`config.mk`:
```
export PLATFORM = sky130hd
export DESIGN_NAME = mips_mc_control_ws
export DESIGN_NICKNAME = d
export VERILOG_FILES = /design/src/rtl/mips_mc_control_ws.sv
export SDC_FILE = /design/constraint.sdc
export NUM_CORES = 1
export LEC_CHECK = 0
export ABC_AREA = 1
export CAP_MARGIN = 20
export CELL_PAD_IN_SITES_DETAIL_PLACEMENT = 1
export CELL_PAD_IN_SITES_GLOBAL_PLACEMENT = 1
export CORE_ASPECT_RATIO = 1.2
export CORE_MARGIN = 2
export CORE_UTILIZATION = 36
export DETAILED_ROUTE_END_ITERATION = 16
export PLACE_DENSITY_LB_ADDON = 0.1
export SYNTH_ARGS = -nofsm -noshare
export SYNTH_HDL_FRONTEND = slang
export SYNTH_SLANG_ARGS = --single-unit
export TNS_END_PERCENT = 20
```
`constraint.sdc`:
```
create_clock -name clk -period 3.06 [get_ports clk]
set_input_delay 0.306 -clock clk [delete_from_list [all_inputs] [get_ports clk]]
set_output_delay 0.306 -clock clk [all_outputs]
set_load 0.05 [all_outputs]
```
`src/rtl/mips_mc_control_ws.sv`:
```
// Multicycle MIPS control FSM with memory wait states, a memory watchdog,
// an illegal-opcode trap and a retired-instruction counter.
module mips_mc_control_ws #(
    parameter bit          EXT_OPS  = 1'b1,
    parameter int unsigned MAX_WAIT = 15,
    parameter int unsigned CNT_W    = 16
) (
    input  logic             clk,
    input  logic             reset,
    input  logic [5:0]       Op,
    input  logic             Zero,
    input  logic             mem_ready,
    output logic             IorD,
    output logic             MemRead,
    output logic             MemWrite,
    output logic             MemToReg,
    output logic             IRWrite,
    output logic             ALUSrcA,
    output logic             RegWrite,
    output logic             RegDst,
    output logic             PCSel,
    output logic [1:0]       PCSource,
    output logic [1:0]       ALUSrcB,
    output logic [1:0]       ALUOp,
    output logic [3:0]       state_o,
    output logic             err,
    output logic [CNT_W-1:0] retired
);

    localparam logic [3:0] S_FETCH  = 4'd0;
    localparam logic [3:0] S_DECODE = 4'd1;
    localparam logic [3:0] S_MEMADR = 4'd2;
    localparam logic [3:0] S_MEMRD  = 4'd3;
    localparam logic [3:0] S_MEMWB  = 4'd4;
    localparam logic [3:0] S_MEMWR  = 4'd5;
    localparam logic [3:0] S_RTEX   = 4'd6;
    localparam logic [3:0] S_RTWB   = 4'd7;
    localparam logic [3:0] S_BEQEX  = 4'd8;
    localparam logic [3:0] S_BNEEX  = 4'd9;
    localparam logic [3:0] S_ADDIEX = 4'd10;
    localparam logic [3:0] S_ADDIWB = 4'd11;
    localparam logic [3:0] S_JEX    = 4'd12;
    localparam logic [3:0] S_ERROR  = 4'd15;

    localparam logic [5:0] OP_RTYPE = 6'b000000;
    localparam logic [5:0] OP_LW    = 6'b100011;
    localparam logic [5:0] OP_SW    = 6'b101011;
    localparam logic [5:0] OP_BEQ   = 6'b000100;
    localparam logic [5:0] OP_BNE   = 6'b000101;
    localparam logic [5:0] OP_ADDI  = 6'b001000;
    localparam logic [5:0] OP_J     = 6'b000010;

    localparam int unsigned      WAIT_W    = (MAX_WAIT > 1) ? $clog2(MAX_WAIT) : 1;
    localparam logic [WAIT_W-1:0] WAIT_LAST = WAIT_W'((MAX_WAIT > 0) ? MAX_WAIT - 1 : 0);

    logic [3:0]        state;
    logic [3:0]        state_next;
    logic [WAIT_W-1:0] wait_cnt;
    logic              is_store;
    logic              in_wait;
    logic              wait_expired;
    logic              retire;

    assign in_wait      = (state == S_FETCH) || (state == S_MEMRD) || (state == S_MEMWR);
    assign wait_expired = (MAX_WAIT != 0) && in_wait && !mem_ready && (wait_cnt == WAIT_LAST);

    always_comb begin
        state_next = state;
        case (state)
            S_FETCH:  if (mem_ready) state_next = S_DECODE;
            S_DECODE: begin
                case (Op)
                    OP_LW, OP_SW: state_next = S_MEMADR;
                    OP_RTYPE:     state_next = S_RTEX;
                    OP_BEQ:       state_next = S_BEQEX;
                    OP_BNE:       state_next = EXT_OPS ? S_BNEEX  : S_ERROR;
                    OP_ADDI:      state_next = EXT_OPS ? S_ADDIEX : S_ERROR;
                    OP_J:         state_next = EXT_OPS ? S_JEX    : S_ERROR;
                    default:      state_next = S_ERROR;
                endcase
            end
            S_MEMADR: state_next = is_store ? S_MEMWR : S_MEMRD;
            S_MEMRD:  if (mem_ready) state_next = S_MEMWB;
            S_MEMWR:  if (mem_ready) state_next = S_FETCH;
            S_RTEX:   state_next = S_RTWB;
            S_ADDIEX: state_next = S_ADDIWB;
            S_MEMWB, S_RTWB, S_ADDIWB, S_BEQEX, S_BNEEX, S_JEX: state_next = S_FETCH;
            default:  state_next = S_ERROR;
        endcase
        if (wait_expired) state_next = S_ERROR;
    end

    // A store only completes (and retires) once memory acknowledges the write.
    always_comb begin
        case (state)
            S_MEMWB, S_RTWB, S_ADDIWB, S_BEQEX, S_BNEEX, S_JEX: retire = 1'b1;
            S_MEMWR: retire = mem_ready;
            default: retire = 1'b0;
        endcase
    end

    // NOTE: state registers use non-blocking assignments so every flop samples
    // pre-edge values regardless of statement order.
    always_ff @(posedge clk or negedge reset) begin
        if (!reset) begin
            state    <= S_FETCH;
            wait_cnt <= '0;
            is_store <= 1'b0;
            retired  <= '0;
        end else begin
            state <= state_next;
            if (state_next != state || mem_ready || !in_wait)
                wait_cnt <= '0;
            else
                wait_cnt <= wait_cnt + WAIT_W'(1);
            // Op is only trusted in DECODE; remember lw vs sw for MEMADR.
            if (state == S_DECODE)
                is_store <= (Op == OP_SW);
            if (retire)
                retired <= retired + CNT_W'(1);
        end
    end

    // NOTE: every output gets a default before the case so no latch is inferred.
    always_comb begin
        IorD     = 1'b0;
        MemRead  = 1'b0;
        MemWrite = 1'b0;
        MemToReg = 1'b0;
        IRWrite  = 1'b0;
        ALUSrcA  = 1'b0;
        RegWrite = 1'b0;
        RegDst   = 1'b0;
        PCSel    = 1'b0;
        PCSource = 2'b00;
        ALUSrcB  = 2'b00;
        ALUOp    = 2'b00;
        case (state)
            S_FETCH: begin
                MemRead = 1'b1;
                ALUSrcB = 2'b01;
                IRWrite = mem_ready;
                PCSel   = mem_ready;
            end
            S_DECODE: ALUSrcB = 2'b11;
            S_MEMADR, S_ADDIEX: begin
                ALUSrcA = 1'b1;
                ALUSrcB = 2'b10;
            end
            S_MEMRD: begin
                IorD    = 1'b1;
                MemRead = 1'b1;
            end
            S_MEMWB: begin
                MemToReg = 1'b1;
                RegWrite = 1'b1;
            end
            S_MEMWR: begin
                IorD     = 1'b1;
                MemWrite = 1'b1;
            end
            S_RTEX: begin
                ALUSrcA = 1'b1;
                ALUOp   = 2'b10;
            end
            S_RTWB: begin
                RegDst   = 1'b1;
                RegWrite = 1'b1;
            end
            S_BEQEX, S_BNEEX: begin
                ALUSrcA  = 1'b1;
                ALUOp    = 2'b01;
                PCSource = 2'b01;
                PCSel    = (state == S_BEQEX) ? Zero : ~Zero;
            end
            S_ADDIWB: RegWrite = 1'b1;
            S_JEX: begin
                PCSource = 2'b10;
                PCSel    = 1'b1;
            end
            default: ;
        endcase
    end

    assign state_o = state;
    assign err     = (state == S_ERROR);

endmodule
```
# --- Yosys cells after proc, flatten, opt, wreduce, memory -nomap -nowiden ---
# Index checks and enable logic that the tools add are counted.
word_totals:
  reg_bits: 25
  inputBits: 10
  out_inout_bits: 36
  wordCells: 68
classes:
  n_addsub: 2
  eq_ne: 21
  muxes: 22
  n_bitwise: 1
  n_reduce_logical: 18
ops:
  columns: ["cell", "n"]
  rows:
  - ["$pmux 4 s8", 1]
  - ["$eq 4x4->1 const B", 7]
  - ["$pmux 4 s6", 1]
  - ["$mux 4", 5]
  - ["$add 16x1->16 const B", 1]
  - ["$eq 4x3->1 const B", 4]
  - ["$eq 6x3->1 const B", 2]
  - ["$eq 6x6->1 const B", 2]
  - ["$reduce_or 2->1", 5]
  - ["$mux 1", 9]
  - ["$eq 4x2->1 const B", 2]
  - ["$pmux 2 s2", 2]
  - ["$eq 6x2->1 const B", 1]
  - ["$eq 6x4->1 const B", 1]
  - ["$logic_not 6->1", 1]
  - ["$pmux 2 s3", 1]
  - ["$reduce_or 6->1", 1]
  - ["$reduce_or 5->1", 1]
  - ["$add 4x1->4 const B", 1]
  - ["$eq 4x1->1 const B", 1]
  - ["$logic_not 4->1", 1]
  - ["$logic_or 1x1->1", 4]
  - ["$ne 4x4->1", 1]
  - ["$mux 3", 1]
  - ["6 further kinds", 8]

# --- Longest topological paths before layout ---
# Gate-level depths: netlist of the first run.
logic_depth:
  word_depth: 10
  mapped_depth: 10
  ltp_nobuf: 10

# --- Worst setup path after synthesis of the first run ---
# No wires, ideal clock.
synth_path:
  path_kind: "register -> output"
  startpoint: "reg state[1] (netlist: state_o[1])"
  endpoint: "out PCSel"
  arrival_ns: 2.187
  required_ns: 2.754
  setup_slack_ns: 0.567
  stages_incl_launch_ff: 6
  path_buffers: 0
  cell_sequence: "dfrtp_1 -> nor2_1 -> nand2_1 -> nor2_1 -> a21oi_1 -> nand2_1"
synth_between:
  elab_chain_cells: 3
  elab_cells_between_ends: 7
  cone_classes: "eq/ne: 3; mux: 2; reduce/logical: 2"
synth_lines:
  columns: ["element", "line", "source"]
  rows:
  - ["start: declaration", "56", "logic [3:0] state;"]
  - ["start signal: assignment", "111", "state <= state_next;"]
  - ["$eq 4x4->1, on equally long branches", "138, 174", null]
  - ["$mux 1 or $reduce_or 2->1 (tied branches)", null, null]
  - ["$pmux 1 s3 *", "138", "case (state)"]
  - ["end: declaration", "21", "output logic PCSel,"]
# Mark *: on every way between the ends. The rest lies on a longest branch, timed or not.

# --- Final worst setup path of the first run ---
layout_path:
  startpoint: "reg state[2] (netlist: state_o[2])"
  endpoint: "out ALUSrcB[1]"
layout_between:
  elab_chain_cells: 3
  elab_cells_between_ends: 6
  cone_classes: "eq/ne: 3; mux: 1; reduce/logical: 2"
layout_lines:
  columns: ["element", "line", "source"]
  rows:
  - ["$eq 4x2->1 or $eq 4x4->1 (tied branches)", "138", null]
  - ["$reduce_or 2->1", null, null]
  - ["$pmux 2 s3 *", "138", null]
  - ["end: declaration", "23", "output logic [1:0] ALUSrcB,"]
# Marked as above.

==> results of run 1 <==
[power groups by stage]
stage                     Sequential (W)  Combinational [W]  Clock (W)
final                           0.000330          0.0000297   0.000200
after global routing            0.000330          0.0000338   0.000220
after CTS                       0.000330          0.0000309   0.000212
after detailed placement        0.000337          0.0000308          0
after global placement          0.000337          0.0000303          0
after floorplan                 0.000337         0.00000729          0
[kinds of logic after synthesis]
logic type                 Yosys count
AOI/OAI and AO/OA                   25
buffers and inverters               37
DFF                                 25
xor gates and xnor gates            15
and+or+nand+nor                    129
adders and majority gates            3
[state kept, by name, summed over array words and instances, names as in the netlist]
register / flops
is_store: 1
state_o: 4
wait_cnt: 4
retired: 16
[Yosys cell counts, drive strengths merged (2+ instances only)]
master | count | area share (%)
dfrtp | 25 | 38
nor3 | 5 | 1.5
nand3 | 18 | 6.1
o22ai | 2 | 0.77
a21oi | 6 | 1.8
xor2 | 12 | 6.5
nand4 | 5 | 1.9
nor2 | 37 | 8.5
ha | 3 | 2.3
o21ai | 15 | 4.6
nand3b | 3 | 1.4
xnor2 | 3 | 1.6
nand2 | 59 | 14
inv | 35 | 8.1
buf | 2 | 0.92
[cell usage in the layout (no fill, tap or decap), drive strengths merged]
cell type	Yosys	routed
clkbuf	0	3
and2	1	1
o211ai	1	1
a31oi	1	1
inv	35	35
nor2	37	37
and3	1	1
nand4	5	5
ha	3	3
clkinv	0	1
xor2	12	12
o22ai	2	2
nand3	18	18
nand2	59	59
clkdlybuf4s50	0	45
dfrtp	25	25
nor3	5	5
o21ai	15	15
a21oi	6	6
xnor2	3	3
buf	2	1
nand3b	3	3
[final cells by class]
cell class | instances | area (sq um) | area share, %
clock buffer | 3 | 41.3 | 1.89
clock inverter | 1 | 5.00 | 0.229
inverter | 35 | 131 | 6.00
multi-input combinational | 172 | 857 | 39.2
sequential | 25 | 626 | 28.6
tap | 56 | 70.1 | 3.20
timing repair buffer | 46 | 458 | 20.9
[layer usage]
metal | vias to the layer above | share of wire, %
li1 | 835 | -
met1 | 782 | 41
met2 | 25 | 55
met3 | 6 | 2.5
met4 | 0 | 1.7
met5 | - | 0
[through the flow]
stage                     utilization [%]  instance area, sq um  power, W
after CTS                            51.0                  2190  0.000573
after global placement               49.9                  2140  0.000367
after floorplan                         -                  1630  0.000344
after global routing                 51.0                  2190  0.000584
final                                51.0                  2190  0.000560
after detailed placement             49.9                  2140  0.000367
[final timing paths]
kind	startpoint	endpoint	slack, ps	cells past startpoint
max	state_o[2]	ALUSrcB[1]	360	6
min	reset	retired[5]	400	2
max reg2reg	state_o[3]	retired[6]	1240	8
min reg2reg	wait_cnt[0]	wait_cnt[0]	490	1
max in group asynchronous	reset	state_o[0]	2410	2
min in group clk	wait_cnt[0]	wait_cnt[0]	490	1
[worst max-delay path, cell delays in order, from the launching register on]
cell,delay (ps)
dfrtp_1,450
nor2_1,240
inv_1,80
nor2_1,260
inv_1,120
o21ai_0,130
clkdlybuf4s50_1,850
==> flow_metrics.env, run 1 <==
export IMPL_path_class="flip-flop to output pin"
export IMPL_power_share_sequential_pct=59.0
export IMPL_clockBufferDepth=2
export IMPL_worstSkewPairLatency_ps=270
export IMPL_drc=0
export IMPL_critPathMaxFanout=7
export IMPL_area_growth_pct=34.3
export IMPL_synthAdderAreaFrac_pct=2.30
export IMPL_p_per_area_nw_per_um2=256
export IMPL_grtUsageMet2_pct=35.1
export IMPL_whs_ps=401
export IMPL_cts_root_buffer="clkbuf_8"
export IMPL_final_nets=296
export IMPL_status="finished clean"
export IMPL_yosys_warnings=0
export IMPL_stdcell_count=338
export IMPL_worst_ep_required_time_ps=2750
export IMPL_holdBufCountCts=0
export IMPL_dr_pass1_iters=4
export IMPL_cts_tree="built"
export IMPL_clk_pin_slew_ps=90
export IMPL_ioPinCount=46
export IMPL_end_kind="output pin"
export IMPL_cts_resized=0
export IMPL_rsz0062_at_grt="no"
export IMPL_place_inst=334
export IMPL_pre_cts_slack_ps=661
export IMPL_clkPwrFrac_pct=35.7
export IMPL_syn_avg_cell_area_sq_um=6.96
export IMPL_netlist_area_sq_um=1630
export IMPL_met3_usage_pct=2.17
export IMPL_avgRoutedWirePerCell_um=12.8
export IMPL_synth_mux_area_fraction_pct=0
export IMPL_io_buffers=45
export IMPL_min_period_ps=2700
export IMPL_drt_total_wl_mm=4.34
export IMPL_grt_pass1_vias=1681
export IMPL_yosys_area_share_simple_pct=34.2
export IMPL_synthFlopType="dfrtp_1"
export IMPL_die_w_um=65.4
export IMPL_synthCells=234
export IMPL_combinationalPowerShare_pct=5.3
export IMPL_slew_viol_final=0
export IMPL_crit_arrival_ps=2400
export IMPL_drtIter0Drc=44
export IMPL_synth_edf_count=0
export IMPL_hpwl_mm=3.59
export IMPL_synth_compound_area_share_pct=8.06
export IMPL_peakVddDrop_v=0.000116
export IMPL_diodes=0
export IMPL_final_layout_size_suffix_gt1_share_pct=3.55
export IMPL_finalSetupViolCount=0
export IMPL_synth_cell_types=23
export IMPL_synth_seq_cells=25
export IMPL_grt_pass1_wl_mm=7.49
export IMPL_async_reset_ff_share_pct=100
export IMPL_synthXorXnorAreaFrac_pct=8.06
export IMPL_grt_ovfl_total=0
export IMPL_finalSetupTns_ps=0
export IMPL_vias_per_cell=4.88
export IMPL_hold_viol=0
export IMPL_synthesis_nets=247
export IMPL_cts_sinks=25
export IMPL_met1_usage_pct=21.6
export IMPL_leakage_nw=0.992
export IMPL_std_cell_rows=26
export IMPL_yosysSeqAreaShare_pct=38.4
export IMPL_clock_skew_final_ps=2.53
export IMPL_grt_busiest_layer="met2"
export IMPL_initial_core_util_pct=37.9
export IMPL_p_sw_w=0.000125
export IMPL_post_cts_setup_buffers=0
export IMPL_numCtsBuffers=3
export IMPL_vias=1648
export IMPL_setup_ws_ps=356
export IMPL_worst_pin_slew_ps=539
export IMPL_slew_headroom_pct=64.0
export IMPL_gp_congestion=0.907
export IMPL_track_usage_pct=18.7
export IMPL_synth_top_family_by_area="simple AND/OR/NAND/NOR gates"
export IMPL_min_path_type="input port to async pin"
export IMPL_grt_max_degree=26
export IMPL_die_area_sq_um=5080
export IMPL_die_h_um=77.7
export IMPL_ant_nets=0
export IMPL_worstSetupStartpointType="flip-flop"
export IMPL_fmax_mhz=370
export IMPL_fill_cells=568
export IMPL_antenna_found_initial=0
export IMPL_core_sq_um=4290
export IMPL_fin_crit_sh_pct=88.4
export IMPL_max_cap_violations=0
export IMPL_h_tree_depth=1
export IMPL_intPower_w=0.000435
export IMPL_p_sw_share_pct=22.3
(Power assumes the default switching activity.)
==> inputs of run 2 (changes only) <==
--- a/config.mk
+++ b/config.mk
@@ -6,14 +6,13 @@
 export NUM_CORES = 1
 export LEC_CHECK = 0
 export ABC_AREA = 1
-export CAP_MARGIN = 20
 export CELL_PAD_IN_SITES_DETAIL_PLACEMENT = 1
 export CELL_PAD_IN_SITES_GLOBAL_PLACEMENT = 1
 export CORE_ASPECT_RATIO = 1.2
 export CORE_MARGIN = 2
-export CORE_UTILIZATION = 36
+export CORE_UTILIZATION = 33
 export DETAILED_ROUTE_END_ITERATION = 16
-export PLACE_DENSITY_LB_ADDON = 0.1
+export PLACE_DENSITY_LB_ADDON = 0.2
 export SYNTH_ARGS = -nofsm -noshare
 export SYNTH_HDL_FRONTEND = slang
 export SYNTH_SLANG_ARGS = --single-unit
==> constraint.sdc (replaced) <==
create_clock -name clk -period 2.8 [get_ports clk]
set_input_delay 0.28 -clock clk [delete_from_list [all_inputs] [get_ports clk]]
set_output_delay 0.28 -clock clk [all_outputs]
set_load 0.05 [all_outputs]
==> flow_metrics.env, run 2 (synthesis results as in run 1) <==
export IMPL_cts_tree="built"
export IMPL_clockBufferDepth=2
export IMPL_cts_sinks=25
export IMPL_io_buffers=45
export IMPL_fin_crit_sh_pct=91.7
export IMPL_finalSetupViolCount=0
export IMPL_slew_viol_final=0
export IMPL_hpwl_mm=3.65
export IMPL_h_tree_depth=1
export IMPL_final_nets=296
export IMPL_grt_max_degree=26
export IMPL_die_h_um=81.0
export IMPL_p_per_area_nw_per_um2=283
export IMPL_worst_pin_slew_ps=520
export IMPL_drtIter0Drc=39
export IMPL_numCtsBuffers=3
export IMPL_finalSetupTns_ps=0
export IMPL_crit_arrival_ps=2290
export IMPL_fmax_mhz=390
export IMPL_drc=0
export IMPL_diodes=0
export IMPL_fin_util_pct=45.5
export IMPL_ioPinCount=46
export IMPL_final_layout_size_suffix_gt1_share_pct=3.55
export IMPL_rsz0062_at_grt="no"
export IMPL_hold_viol=0
export IMPL_final_cell_mix="nand2_1 (57), clkdlybuf4s50_1 (44), nor2_1 (37), inv_1 (34), dfrtp_1 (25)"
export IMPL_grt_ovfl_total=0
export IMPL_drt_total_wl_mm=4.52
export IMPL_regArea_sq_um=626
export IMPL_die_area_sq_um=5520
export IMPL_multiInputGateArea_sq_um=857
export IMPL_place_inst=338
export IMPL_antenna_found_initial=0
export IMPL_stdcell_count=342
export IMPL_vias=1650
export IMPL_largest_reg_flops=16
export IMPL_vias_per_cell=4.82
export IMPL_setup_ws_ps=233
export IMPL_core_sq_um=4830
export IMPL_gp_congestion=0.845
export IMPL_status="finished clean"
export IMPL_slew_headroom_pct=65.2
export IMPL_leakage_nw=1.01
export IMPL_grt_pass1_wl_mm=7.62
export IMPL_startpoint="state_o[2]"
export IMPL_critPathMaxFanout=7
export IMPL_std_cell_rows=28
export IMPL_avgRoutedWirePerCell_um=13.2
export IMPL_min_path_type="input port to async pin"
export IMPL_dr_pass1_iters=4
export IMPL_worstSkewPairLatency_ps=270
export IMPL_die_w_um=68.1
export IMPL_holdBufCountCts=0
export IMPL_peakVddDrop_v=0.000142
export IMPL_clk_pin_slew_ps=100
export IMPL_whs_ps=373
export IMPL_ant_nets=0
export IMPL_r2r_start="state_o[3]"
export IMPL_pre_cts_slack_ps=449
export IMPL_initial_core_util_pct=33.7
export IMPL_fill_cells=636
export IMPL_cts_root_buffer="clkbuf_8"
export IMPL_min_period_ps=2570
export IMPL_area_growth_pct=34.9
export IMPL_path_class="flip-flop to output pin"
export IMPL_final_common_cell="nand2_1"
export IMPL_worstSetupStartpointType="flip-flop"
export IMPL_top_register="retired"
export IMPL_track_usage_pct=18.2
export IMPL_max_cap_violations=0
export IMPL_worst_ep_required_time_ps=2520
export IMPL_clock_skew_final_ps=4.75
export IMPL_end_kind="output pin"
export IMPL_grt_pass1_vias=1693
-- run 2: worst max-delay path: stages (launching register included) --
cell and delay [ps]:
dfrtp_1 460, nor2_1 260, nand2_1 160, nor2_1 200, a21oi_1 70, nand2_1 60, clkdlybuf4s50_1 790
-- run 2: final timing paths --
path,end,slack [ps],cells past startpoint
hold reg to reg,wait_cnt[0],480,1
setup reg to reg,retired[6],950,8
hold / removal,retired[5],370,2
max in group asynchronous,wait_cnt[2],2170,2
setup / recovery,PCSel,230,6
min in group clk,wait_cnt[0],480,1
-- run 2: report_power, final --
| part | internal [W] | leakage (nW) | switching (W) | total, W |
|---|---|---|---|---|
| clock | 0.000101 | 0.0217 | 0.000128 | 0.000229 |
| sequential | 0.000361 | 0.292 | 0 | 0.000361 |
| combinational | 0.0000152 | 0.693 | 0.0000183 | 0.0000334 |
-- run 2: metal layers --
layer / wire [um] / up-vias / GRT usage (%) / share of wire (%)
met2: 2550 / 24 / 35.7 / 56
met1: 1820 / 792 / 20.0 / 40
met4: 34 / 0 / 5.40 / 0.75
met3: 110 / 2 / 1.39 / 2.4
li1: - / 832 / - / -
met5: 0 / - / 0 / 0
-- run 2: area by class of cell --
cell class	instances	share of cell area [%]
Multi-Input combinational cell	172	39.0
Sequential cell	25	28.5
Timing Repair Buffer	46	20.9
Inverter	35	5.98
Tap cell	60	3.41
Clock buffer	3	1.88
Clock inverter	1	0.341
-- run 2: through the flow --
step,power [W],cell area [sq um]
after floorplan,0.000376,1630
after detailed placement,0.000402,2150
after CTS,0.000639,2200
after global placement,0.000402,2150
final,0.000623,2200
after global routing,0.000654,2200
-- run 2: what timing repair did --
action / in CTS / in global routing
setup buffers: 0 / 0
endpoints found under the setup margin: 0 / 1
gates resized for setup: 0 / 1
